--- src/rtl/regfile_port_scheduler.sv ---
// Round-robin scheduler for the register file's write port between two writeback requesters,
// plus a dump sequencer that borrows read port 1 to stream every register out in order.
//
// state   | meaning
// IDLE    | arbitrating writes; dump_start launches a dump
// DUMP    | walking read port 1 over idx, write port blocked
// DRAIN   | last dump entry on the outputs, write port still blocked
module regfile_port_scheduler #(
  parameter int DATA_W   = 32,
  parameter int ADDR_W   = 5,
  parameter int NUM_REGS = 32
) (
  input  logic              clock,
  input  logic              reset,
  input  logic              req0_valid,
  input  logic [ADDR_W-1:0] req0_addr,
  input  logic [DATA_W-1:0] req0_data,
  output logic              req0_ready,
  input  logic              req1_valid,
  input  logic [ADDR_W-1:0] req1_addr,
  input  logic [DATA_W-1:0] req1_data,
  output logic              req1_ready,
  input  logic              dump_start,
  output logic              dump_busy,
  output logic              dump_valid,
  output logic [ADDR_W-1:0] dump_addr,
  output logic [DATA_W-1:0] dump_data,
  output logic              rf_RegWrite,
  output logic [ADDR_W-1:0] rf_WriteReg,
  output logic [DATA_W-1:0] rf_WriteData,
  output logic [ADDR_W-1:0] rf_ReadReg1,
  input  logic [DATA_W-1:0] rf_ReadData1
);

  typedef enum logic [1:0] {S_IDLE, S_DUMP, S_DRAIN} state_t;

  localparam logic [ADDR_W-1:0] LAST_IDX = ADDR_W'(NUM_REGS - 1);

  state_t            state, state_nxt;
  logic              last_grant;
  logic [ADDR_W-1:0] idx;
  logic              grant0, grant1;

  always_comb begin
    state_nxt    = state;
    grant0       = 1'b0;
    grant1       = 1'b0;
    rf_RegWrite  = 1'b0;
    rf_WriteReg  = '0;
    rf_WriteData = '0;
    rf_ReadReg1  = '0;
    dump_busy    = 1'b0;
    case (state)
      S_IDLE: begin
        // last_grant==1 means req1 went last, so req0 wins a tie
        grant0 = req0_valid && (!req1_valid || last_grant);
        grant1 = req1_valid && (!req0_valid || !last_grant);
        if (grant0) begin
          rf_WriteReg  = req0_addr;
          rf_WriteData = req0_data;
          rf_RegWrite  = (req0_addr != '0);
        end else if (grant1) begin
          rf_WriteReg  = req1_addr;
          rf_WriteData = req1_data;
          rf_RegWrite  = (req1_addr != '0);
        end
        if (dump_start) state_nxt = S_DUMP;
      end
      S_DUMP: begin
        dump_busy   = 1'b1;
        rf_ReadReg1 = idx;
        if (idx == LAST_IDX) state_nxt = S_DRAIN;
      end
      S_DRAIN: begin
        dump_busy = 1'b1;
        state_nxt = S_IDLE;
      end
      default: state_nxt = S_IDLE;
    endcase
  end

  assign req0_ready = grant0;
  assign req1_ready = grant1;

  always_ff @(posedge clock) begin
    if (reset) begin
      state      <= S_IDLE;
      last_grant <= 1'b1;
      idx        <= '0;
      dump_valid <= 1'b0;
      dump_addr  <= '0;
      dump_data  <= '0;
    end else begin
      state      <= state_nxt;
      dump_valid <= 1'b0;
      if (grant0)      last_grant <= 1'b0;
      else if (grant1) last_grant <= 1'b1;
      if (state == S_IDLE && dump_start) idx <= '0;
      if (state == S_DUMP) begin
        dump_valid <= 1'b1;
        dump_addr  <= idx;
        dump_data  <= rf_ReadData1;
        if (idx != LAST_IDX) idx <= idx + 1'b1;
      end
    end
  end

endmodule

--- config.mk ---
export PLATFORM = sky130hd
export DESIGN_NAME = regfile_port_scheduler
export DESIGN_NICKNAME = d
export VERILOG_FILES = /design/src/rtl/regfile_port_scheduler.sv
export SDC_FILE = /design/constraint.sdc
export NUM_CORES = 1
export LEC_CHECK = 0
export ABC_CLOCK_PERIOD_IN_PS = 1500
export BUFFER_PORTS_ARGS = -buffer_cell sky130_fd_sc_hd__buf_2
export CELL_PAD_IN_SITES_DETAIL_PLACEMENT = 0
export CELL_PAD_IN_SITES_GLOBAL_PLACEMENT = 1
export CORE_MARGIN = 5
export CORE_UTILIZATION = 23
export CTS_BUF_LIST = sky130_fd_sc_hd__clkbuf_8 sky130_fd_sc_hd__clkbuf_16
export DETAILED_ROUTE_END_ITERATION = 8
export PLACE_DENSITY_LB_ADDON = 0.15
export SYNTH_ARGS = -nofsm -noshare
export SYNTH_HDL_FRONTEND = slang
export SYNTH_SLANG_ARGS = --single-unit
--- constraint.sdc ---
create_clock -name clock -period 1.5 [get_ports clock]
set_input_delay 0 -clock clock [delete_from_list [all_inputs] [get_ports clock]]
set_output_delay 0 -clock clock [all_outputs]
set_load 0.05 [all_outputs]
==> impl_metrics.py <==
metrics = {
    "outcome": {
        "status": "finished with violations",
        "violations": "negative setup slack",
    },
    "power": {
        "power_leakage_nw": 2.18,
        "comb_power_share_pct": 72.5,
        "peakVddDrop_uv": 730,
        "internal_power_w": 0.00446,
        "p_seq_share_pct": 18.7,
        "p_sw_w": 0.00430,
        "cellPowerDensity_nw_per_um2": 1950,
        "swShare_pct": 49.1,
        "p_clk_share_pct": 8.8,
    },
    "global_route": {
        "track_usage_pct": 13.7,
        "grt_pass1_vias": 2665,
        "antenna_found_initial": 0,
        "grt_max_degree": 24,
        "grt_first_pass_wirelength_um": 13000,
        "grt-ovfl-total": 0,
    },
    "placement": {
        "place_inst": 557,
        "place_area_um2": 3480,
        "io_buffer_count": 194,
        "gp_congestion": 0.768,
        "place_hpwl_um": 6150,
    },
    "setup_path": {
        "worstSetupEndpointType": "output pin",
        "critPathMaxStageDelay_ns": 0.36,
        "crit_type": "reg -> out",
        "cp_common_cell": "buf_8",
        "path_buf_inv": 4,
        "path_delay_family": "buffers and inverters",
        "cp_data_arrival_time_ns": 1.64,
        "crit_slowest_cell": "dfxtp_2",
        "cp.required_ns": 1.50,
        "startpoint_type": "register",
        "path_cells": "inv_4 -> ha_4 -> and3_4 -> buf_8 -> buf_16 -> a22o_4 -> buf_8",
        "cp_max_fo": 7,
    },
    "final_layout": {
        "fillers": 888,
        "fin_util_pct": 48.2,
        "antenna_cells": 0,
        "fin_cells": 611,
        "final_nets": 598,
        "drive_above_1_share_pct": 55.6,
        "area_growth_pct": 102,
        "stdcell_area_um2": 4500,
    },
    "timing": {
        "max_slew.worst_pin.slew_ns": 0.447,
        "finalSetupViolCount": 37,
        "maxSlewHeadroom_pct": 70.2,
        "maxSlewViolCount": 0,
        "rsz0062_at_grt": "yes",
        "finalCritPeriodShare_pct": 109,
        "final_hold_viol_count": 0,
        "fmax_ghz": 0.609,
        "min_period_ns": 1.64,
        "fin_ws_ns": -0.141,
        "clock_skew_ns": 0.00595,
    },
    "drt": {
        "drc": 0,
        "vias": 2634,
        "drt_iter0_drc": 90,
        "dr.pass1.iters": 4,
        "wl_um": 8600,
        "postRouteAntennaNets": 0,
        "routed_via_density": 4.31,
        "wl_per_cell_um": 14.1,
    },
    "yosys": {
        "synthCells": 235,
        "yosysTopAreaCell": "dfxtp_1",
        "ys_ff_latch": 46,
        "synth.top_cell.area_share_pct": 41.4,
        "synth_fp_nets": 352,
        "avgSynthCellArea_um2": 9.46,
        "yosysUniqueCellTypes": 29,
        "syn_area_um2": 2220,
        "yosysWarnings": 0,
        "yosysSeqAreaShare_pct": 41.4,
        "synth_area_leaders": "dfxtp_1 41%, a22o_1 15%, mux2i_1 14%, nor2_1 6.8%, ha_1 3.4%",
    },
    "die": {
        "rows": 35,
        "die_x_um": 108,
        "start_util_pct": 23.8,
        "coreArea_um2": 9330,
        "chipHeight_um": 108,
        "die-area_um2": 11700,
        "ioPinCount": 195,
    },
    "clock_tree": {
        "cts_tree": "done",
        "cts-root-buf": "clkbuf_8",
        "cts_buffers": 5,
        "clk_path_buf_depth": 2,
        "clkSlewWorstSetupHoldPaths_ns": 0.09,
        "cts.sinks": 46,
        "htreeDepth": 2,
        "clk_latency_ns": 0.29,
    },
    "job": {
        "timing.max_cap.violations": 0,
    },
    "hold_path": {
        "min_path_type": "in -> reg",
    },
}
## layout make-up
type                            instances  area, um2  area share, %
Clock buffer                            5       68.8           1.53
Clock inverter                          3       23.8          0.529
Inverter                                4       17.5          0.389
Multi-Input combinational cell        167       1320           29.3
Sequential cell                        46        926           20.6
Tap cell                              129        161           3.59
Timing Repair Buffer                  257       1980           44.1
## registers in the layout, indices dropped and copies added, names as in the netlist
signal,flops
state,2
dump_data,32
last_grant,1
dump_valid,1
idx,5
dump_addr,5
## logic make-up after synthesis
| family | after synthesis | share of synthesized area [%] |
|---|---|---|
| AND/OR/NAND/NOR | 73 | 15.2 |
| AO/OA/AOI/OAI | 56 | 19.5 |
| flip-flops | 46 | 41.4 |
| multiplexers | 32 | 14.4 |
| buffers and inverters | 22 | 6.08 |
| adder cells (fa/ha/maj) | 6 | 3.38 |
## cells in the final DEF, fill, tap and decap left out, types with 3 or more instances in the layout
master	instances
and2_4	6
dfxtp_1	42
clkbuf_8	5
o21ai_1	3
a21oi_1	11
buf_12	6
buf_2	151
dfxtp_2	4
ha_4	4
buf_4	15
nand3_1	8
buf_16	3
dlygate4sd3_1	32
a22o_2	3
buf_8	4
buf_6	45
nor2_1	40
mux2i_1	30
a22o_4	6
a22o_1	28
nand2_1	6
nand2b_1	4
## synth_stat cells
cell / n
a21oi_1: 12
nor2_1: 40
nand2_1: 6
and3_1: 1
nor2b_1: 2
buf_6: 5
dfxtp_1: 46
and2_4: 1
buf_2: 6
inv_2: 1
or3_1: 1
a22o_1: 37
and3_4: 1
mux2i_1: 32
buf_1: 1
clkbuf_1: 4
a311oi_1: 1
o21ai_1: 3
nor3_1: 2
nand3_1: 8
and2b_1: 1
nand2b_1: 5
a21boi_2: 1
a32oi_1: 1
a31oi_1: 1
buf_4: 2
inv_1: 3
and2_1: 5
ha_1: 6
## per-stage QoR
stage	total power, W	worst slack [ns]	hold WS [ns]	TNS, ns
after floorplan	0.00552	-0.114	0.147	-0.114
after global placement	0.00671	-0.0223	0.233	-0.0223
after detailed placement	0.00671	-0.0346	0.241	-0.0452
after CTS	0.00858	-0.160	0.0615	-5.04
after global routing	0.00925	-0.199	0.120	-6.42
final	0.00876	-0.141	0.0718	-4.12
## path summary, 6_finish.rpt
kind              start           to  slack (ns)  depth (start not counted)
max            state[1]  rf_RegWrite       -0.14                          7
min          dump_start     state[1]        0.07                          4
max reg2reg      idx[0]       idx[2]        0.01                          6
min reg2reg  last_grant   last_grant        0.48                          2
## power groups by stage
stage / combinational (W) / clock, W / sequential, W
final: 0.00635 / 0.000775 / 0.00164
after detailed placement: 0.00507 / 0 / 0.00164
after floorplan: 0.00307 / 0 / 0.00245
after CTS: 0.00612 / 0.000824 / 0.00164
after global routing: 0.00671 / 0.000870 / 0.00167
after global placement: 0.00508 / 0 / 0.00163
## worst reg2reg max path: stages (launching register included)
cell and delay, ns:
dfxtp_2 0.34, ha_4 0.16, and3_4 0.15, ha_4 0.15, and2b_2 0.28, nand2b_1 0.09, a311oi_2 0.24
## metal layers
layer  share of wire, %  vias to the layer above  wire length [um]  global-route usage, %
met2                 51                      109              4410                   26.2
met4               0.22                        0                19                   1.71
met5                  0                        -                 0                      0
met3                9.4                        2               808                   4.42
met1                 39                     1190              3360                   15.2
li1                   -                     1333                 -                      -
## what timing repair did
item	4_1_cts	5_1_grt
hold buffers	32	0
setup buffers	8	3
pin swaps	11	9
gates resized for setup	108	20
endpoints found under the setup margin	47	69
endpoints found under the hold margin	32	0
gates cloned	3	1
Note: power is estimated with default switching activity, not from simulation.
